===== config.mk =====
export PLATFORM = sky130hd
export DESIGN_NAME = inst_loader
export DESIGN_NICKNAME = d
export VERILOG_FILES = /design/src/rtl/inst_loader.sv
export SDC_FILE = /design/constraint.sdc
export NUM_CORES = 1
export LEC_CHECK = 0
export BUFFER_PORTS_ARGS = -buffer_cell sky130_fd_sc_hd__buf_2
export CAP_MARGIN = 20
export CELL_PAD_IN_SITES_DETAIL_PLACEMENT = 1
export CELL_PAD_IN_SITES_GLOBAL_PLACEMENT = 1
export CORE_MARGIN = 2
export CORE_UTILIZATION = 45
export CTS_CLUSTER_DIAMETER = 50
export DETAILED_ROUTE_END_ITERATION = 10
export GPL_ROUTABILITY_DRIVEN = 0
export MAX_ROUTING_LAYER = met4
export PLACE_DENSITY = 0.89
export SLEW_MARGIN = 20
export SYNTH_ARGS = -nofsm -noshare
export SYNTH_HDL_FRONTEND = slang
export SYNTH_SLANG_ARGS = --single-unit

===== constraint.sdc =====
create_clock -name clk -period 4.2 [get_ports clk]
set_clock_uncertainty 0.1 [all_clocks]
set_input_delay 0.21 -clock clk [delete_from_list [all_inputs] [get_ports clk]]
set_output_delay 0.21 -clock clk [all_outputs]
set_load 0.02 [all_outputs]

===== src/rtl/inst_loader.sv =====
// inst_loader: streams a length-prefixed, XOR-checksummed byte image into instruction memory
// and holds the core until the image loads cleanly.
module inst_loader #(
  parameter int ADDR_W = 12
) (
  input  logic              clk,
  input  logic              rst,
  input  logic              start,
  input  logic [7:0]        rx_data,
  input  logic              rx_vld,
  output logic              rx_rdy,
  output logic              wren,
  output logic [ADDR_W-3:0] wraddr,
  output logic [31:0]       wrdata,
  output logic              core_hold,
  output logic              busy,
  output logic              done,
  output logic              error
);
  localparam logic [2:0] IDLE = 3'd0;
  localparam logic [2:0] LEN0 = 3'd1;
  localparam logic [2:0] LEN1 = 3'd2;
  localparam logic [2:0] DATA = 3'd3;
  localparam logic [2:0] CSUM = 3'd4;
  localparam logic [16:0] DEPTH = 17'd1 << (ADDR_W - 2);
  logic [2:0]        r_state;
  logic [15:0]       r_len;
  logic [15:0]       r_cnt;
  logic [1:0]        r_lane;
  logic [23:0]       r_word;
  logic [7:0]        r_csum;
  logic              r_wren;
  logic [ADDR_W-3:0] r_wraddr;
  logic [31:0]       r_wrdata;
  logic              r_hold;
  logic              r_done;
  logic              r_err;
  logic              w_xfer;
  logic [15:0]       w_len;
  assign rx_rdy    = (r_state == LEN0) || (r_state == LEN1) || (r_state == DATA) || (r_state == CSUM);
  assign w_xfer    = rx_vld && rx_rdy;
  assign w_len     = {rx_data, r_len[7:0]};
  assign busy      = r_state != IDLE;
  assign wren      = r_wren;
  assign wraddr    = r_wraddr;
  assign wrdata    = r_wrdata;
  assign core_hold = r_hold;
  assign done      = r_done;
  assign error     = r_err;
  always_ff @(posedge clk or posedge rst) begin
    if (rst) begin
      r_state  <= IDLE;
      r_len    <= '0;
      r_cnt    <= '0;
      r_lane   <= '0;
      r_word   <= '0;
      r_csum   <= '0;
      r_wren   <= 1'b0;
      r_wraddr <= '0;
      r_wrdata <= '0;
      r_hold   <= 1'b1;
      r_done   <= 1'b0;
      r_err    <= 1'b0;
    end else begin
      r_wren <= 1'b0;
      r_done <= 1'b0;
      case (r_state)
        IDLE: if (start) begin
          r_state <= LEN0;
          r_hold  <= 1'b1;
          r_err   <= 1'b0;
          r_cnt   <= '0;
          r_lane  <= '0;
          r_csum  <= '0;
        end
        LEN0: if (w_xfer) begin
          r_len[7:0] <= rx_data;
          r_state    <= LEN1;
        end
        LEN1: if (w_xfer) begin
          r_len[15:8] <= rx_data;
          if ({1'b0, w_len} > DEPTH) begin
            r_err   <= 1'b1;
            r_state <= IDLE;
          end else begin
            r_state <= (w_len == 16'd0) ? CSUM : DATA;
          end
        end
        DATA: if (w_xfer) begin
          r_csum <= r_csum ^ rx_data;
          r_lane <= r_lane + 2'd1;
          // the word goes out through the output register, so the stream never stalls on a write
          if (r_lane == 2'd3) begin
            r_wren   <= 1'b1;
            r_wraddr <= r_cnt[ADDR_W-3:0];
            r_wrdata <= {rx_data, r_word};
            r_cnt    <= r_cnt + 16'd1;
            if (r_cnt + 16'd1 == r_len) r_state <= CSUM;
          end else begin
            r_word[{r_lane, 3'b000} +: 8] <= rx_data;
          end
        end
        CSUM: if (w_xfer) begin
          r_state <= IDLE;
          if (rx_data == r_csum) begin
            r_done <= 1'b1;
            r_hold <= 1'b0;
          end else begin
            r_err <= 1'b1;
          end
        end
        default: r_state <= IDLE;
      endcase
    end
  end
endmodule


**After elaboration in Yosys (flattened, before gate mapping)**

Index checks and enable logic that the tools add are counted.

- Flip-flop bits (word level): 115
- Bits of input ports: 12
- Output and inout bits: 48
- Word-level logic and storage cells: 94

- Add/sub/neg operators: 3
- Order comparisons: 1
- Equal/unequal tests: 17
- Shift operators: 2
- Multiplexer cells: 37
- Bitwise operators: 2
- Reductions and logical operators: 19

Operators with widths:

| kind | number |
|---|---|
| 2-to-1 mux 16 bit | 3 |
| case mux 16 bit (2 select lines) | 1 |
| 2-to-1 mux 3 bit | 9 |
| bitwise mux 24 bit | 1 |
| variable shift 8 x 7 -> 24 bit, first input constant | 1 |
| indexed part select 8 x 7 -> 24 bit | 1 |
| adder 16 x 1 -> 16 bit, second input constant | 1 |
| equality test 16 bit | 1 |
| > comparator 16 x 11 -> 1 bit, second input constant | 1 |
| zero test 16 bit | 1 |
| 2-to-1 mux 8 bit | 2 |
| case mux 8 bit (2 select lines) | 1 |
| case mux 3 bit (5 select lines) | 1 |
| 2-to-1 mux 1 bit | 14 |
| inequality test 2 bit, second input constant | 6 |
| AND reduction 3 bit | 3 |
| equality test 8 bit | 1 |
| inequality test 2 x 1 -> 1 bit, second input constant | 4 |
| AND reduction 4 bit | 2 |
| bitwise XOR 8 bit | 1 |
| negator 5 -> 7 bit | 1 |
| AND reduction 7 bit | 1 |
| equality test 3 x 2 -> 1 bit, second input constant | 2 |
| AND reduction 6 bit | 1 |
| 15 further kinds | 21 |

**Depth between registers and ports, before layout**

- Depth after elaboration: 7
- Depth in mapped cells: 9

**Worst setup path before layout**

No wires, ideal clock.

- Kind: register to register
- Start point: register r_len[3]
- End point: register r_state[1]
- Library setup time: 0.131 ns
- Arrival time: 1.985 ns
- Data required time: 3.969 ns
- Slack: 1.985 ns
- Stages on the path, launching flop included: 7
- Buffers on the path: 0
- Clock period less this slack: 2.215 ns
- Cell sequence: dfrtp_1 -> or4_4 -> or4b_4 -> a32oi_1 -> o211ai_1 -> nor4_2 -> a211oi_1

- Word-level cells in the longest chain between the ends: 5

RTL lines:

| item | line | text |
|---|---|---|
| from (decl) | 27 | `logic [15:0] r_len;` |
| from (signal assigned) | 77 | `r_len[7:0] <= rx_data;` |
| parallel branches: the longest is 5 deep, another holds > comparator 16 x 11 -> 1 bit | n/a |  |
| to (signal assigned) | 86 | `r_state <= (w_len == 16'd0) ? CSUM : DATA;` |
| to (decl) | 26 | `logic [2:0] r_state;` |

Parallel ways; which one is timed is not known. The select of a mux whose other input is x is not followed.
A chain may end at the register's enable or synchronous reset.

**Final worst setup path**

- Start point: register r_state[2]
- End point: register r_cnt[13]

- Word-level cells in the longest chain between the ends: 7

RTL lines:

| item | line | text |
|---|---|---|
| equality test 3 x 1 -> 1 bit or equality test 3 x 2 -> 1 bit (tied branches) | 40 | `assign rx_rdy = (r_state == LEN0) \|\| (r_state == LEN1) \|\| (r_state == DATA) \|\| (r_state == CSUM);` |
| logical OR 1 bit (3 in series) | 40 |  |
| logical AND 1 bit | 41 | `assign w_xfer = rx_vld && rx_rdy;` |
| inequality test 2 bit (no line) | n/a |  |
| AND reduction 4 bit (no line) | n/a |  |
| to (signal assigned) | 97 | `r_cnt <= r_cnt + 16'd1;` |
| to (decl) | 28 | `logic [15:0] r_cnt;` |

Several ways; a longest one is shown, not always the timed one.

==> impl_metrics.csv <==
group,metric,value,unit
layout,layout_commonest_cell,"nand2_1",
worst_setup_path,end_kind,"register",
pwr,p_leak,3.08,nW
synth,netlist_instances,607,
route,drc,0,
global_routing,grt_overflow,0,
layout,nFillCells,1374,
worst_setup_path,reg2regPathDepth,7,
synth,synthSimpleGateAreaFrac,0.233,
synth,ys_seq_area_frac,0.517,
cts,clock_latency,0.42,ns
global_routing,grt_usage,0.259,
route,wire_per_inst,19.3,um
worst_setup_path,timing_worst_setup_path_type,"register to register",
synth,synth_top_area_share,0.513,
cts,clkSinkCount,115,
synth,yosys.area.top_type,"dfrtp_1",
cts,cts_root_buf,"clkbuf_16",
synth,postSynthNetCount,625,
sta,period_minus_slack,2.84,ns
placement,dp.cells,801,
job,max_cap_viol_count,0,
cts,h-tree-depth,4,
layout,drive_above_1_share,0.192,
global_routing,grt_max_degree,88,
layout,layout_common_cells,"nand2_1, dfrtp_1, buf_2, o21ai_0, xnor2_1",
synth,yosysWarnings,0,
global_routing,grt_pass1_vias,4905,
pwr,powerDensity,653,nW/um^2
synth,synth.ff_latch_count,115,
cts,cts-buffers-inserted,17,
hold_path,hold_start,"rx_data[5]",
worst_setup_path,cp.arrival,3.05,ns
sta,finalHoldViolCount,0,
layout,finalNetCount,671,
route,via_per_inst,5.59,
run_status,status,"finished clean",
synth,syn_area_per_cell,9.17,um^2
die,die_height,115,um
sta,tightestPinTransition,1.14,ns
die,die_area,13300,um^2
cts,cts.clk_slew.worst_paths,0.05,ns
worst_setup_path,r2r_end,"r_cnt[13]$_DFFE_PP0P_",
die,die_x,115,um
worst_setup_path,cp_max_fo,22,
worst_setup_path,crit_required,4.40,ns
global_routing,grt_antenna_before_repair,1,
sta,relSlewSlack,0.241,
route,via_count,4666,
synth,ys_async_sr_fraction,1.00,
sta,slew_viol_final,0,
sta,finalCritPeriodShare,0.676,
die,ios,60,
global_routing,grt_pass1_wl,25.5,mm
placement,hpwl,9.73,mm
synth,synth-compound-area-share,0.109,
synth,synth.distinct_cells,62,
synth,synth_top_family_by_area,"simple AND/OR/NAND/NOR gates",
route,dr.pass1.iters,5,
synth,synth-main-ff-cell,"dfrtp_1",
sta,setup_tns,0,ns
route,antenna_left,0,
sta,fmax,352,MHz
cts,cts_resized,0,
die,rows,40,
synth,synth_xor_area_frac,0.0535,
cts,cts_tree,"done",
layout,area_growth,16.5,%
layout,finish.instance_area,6480,um^2
pwr,irDropWorstVdd,0.000289,V
cts,cts_buffer_depth,2,
layout,layout.cells.non_filler,834,
route,routed_wl,16.1,mm
synth,synth_fa_ha_area_frac,0.0135,
hold_path,worstHoldPathCells,3,
route,drt_iter0_drc,371,
placement,portBuffers,59,
layout,final_util,0.538,
hold_path,min_to,"wrdata[29]$_DFFE_PP0P_",
hold_path,hold_class,"primary input to register",
sta,setup_viol,0,
synth,synth_mux_area_frac,0.0342,
sta,rsz0062_at_grt,"false",
synth,syn_area,5560,um^2
placement,place_area,5910,um^2
die,fp.coreArea,12100,um^2
synth,synth_edf_count,0,
die,initial_core_util,0.461,
synth,synthTopCellsByArea,"dfrtp_1, nand2_1, o21ai_0, xnor2_1, mux2_2",
worst_setup_path,worstReg2RegStart,"r_state[2]$_DFFE_PP0P_",
worst_setup_path,start_kind,"register",
worst_setup_path,rrSetupSlack,1.36,ns
## critical path, cell delays in order (launching register included)
cell      delay, ns
dfrtp_1        0.66
nand2b_4       0.28
nor2_1         0.09
nand2_2        0.09
clkinv_1       0.57
nor2_4         0.63
o21ai_1        0.18
o31ai_1        0.12
## through the flow
step                      setup slack (ns)  hold WS [ns]  power (W)
after floorplan                      0.848         0.332    0.00248
after CTS                             1.41        0.0138    0.00422
after global placement                1.74         0.352    0.00271
after detailed placement              1.58         0.357    0.00281
final                                 1.36        0.0648    0.00423
after global routing                  1.17        0.0764    0.00443
## worst max-delay path by stage
stage | start | endpoint | slack (ns) | cells past startpoint
after floorplan | rst | done$_DFF_PP0_ | 0.85 | 1
after global placement | r_state[2]$_DFFE_PP0P_ | r_cnt[9]$_DFFE_PP0P_ | 1.74 | 7
after detailed placement | r_state[2]$_DFFE_PP0P_ | r_cnt[4]$_DFFE_PP0P_ | 1.58 | 7
after CTS | r_state[2]$_DFFE_PP0P_ | r_cnt[13]$_DFFE_PP0P_ | 1.41 | 7
after global routing | r_state[2]$_DFFE_PP0P_ | r_cnt[9]$_DFFE_PP0P_ | 1.17 | 7
final | r_state[2]$_DFFE_PP0P_ | r_cnt[13]$_DFFE_PP0P_ | 1.36 | 7
## area by class of cell
class | instances | area [um^2] | share of cell area
Clock buffer | 22 | 474 | 0.0731
Timing Repair Buffer | 64 | 335 | 0.0517
Multi-Input combinational cell | 448 | 2470 | 0.381
Sequential cell | 115 | 2880 | 0.444
Inverter | 7 | 31.3 | 0.00482
Antenna cell | 1 | 2.50 | 0.000386
Clock inverter | 9 | 81.3 | 0.0125
Tap cell | 168 | 210 | 0.0324
## layer usage
metal / track usage / up-vias / share of wire
met3: 0.0522 / 33 / 0.042
met4: 0.0932 / 0 / 0.018
li1: - / 2121 / -
met2: 0.418 / 134 / 0.51
met1: 0.326 / 2378 / 0.43
met5: - / - / 0
## flip-flops by register name, indices dropped and copies added (netlist names)
register	count
r_state	3
r_cnt	16
wren	1
error	1
core_hold	1
wrdata	32
r_word	24
r_lane	2
r_csum	8
r_len	16
done	1
wraddr	10
## where the power goes
group	total (W)	switching [W]	internal, W
combinational	0.00120	0.000727	0.000476
clock	0.00137	0.000517	0.000852
sequential	0.00166	0.000280	0.00138
## cells in the mapped netlist, types with 3 or more instances
library cell / n
nand2_1: 207
mux2_2: 16
inv_1: 6
o31ai_1: 7
a211oi_1: 3
and3_1: 5
nor4_1: 3
nand3_1: 11
xor2_1: 10
a21oi_1: 8
clkbuf_1: 20
and4_1: 3
buf_2: 7
nor3_1: 6
nor3b_1: 3
ha_1: 6
xnor2_1: 24
buf_6: 4
o21ai_0: 47
nor2_1: 21
o21ai_1: 20
dfrtp_1: 114
nand4_1: 9
buf_4: 4
## repair_timing
action,CTS,global route
hold endpoints to repair,0,85
hold buffers,0,1
setup buffers,0,0
## kinds of logic (layout without fill, tap and decap cells)
kind of cell    after synthesis  after routing
compound gates              102            102
mux                          17             17
xor+xnor                     34             34
other cells                   0              1
simple gates                289            289
fa+ha+maj                     6              6
buf+inv                      44            102
flops                       115            115
Note: power is estimated with default switching activity, not from simulation.
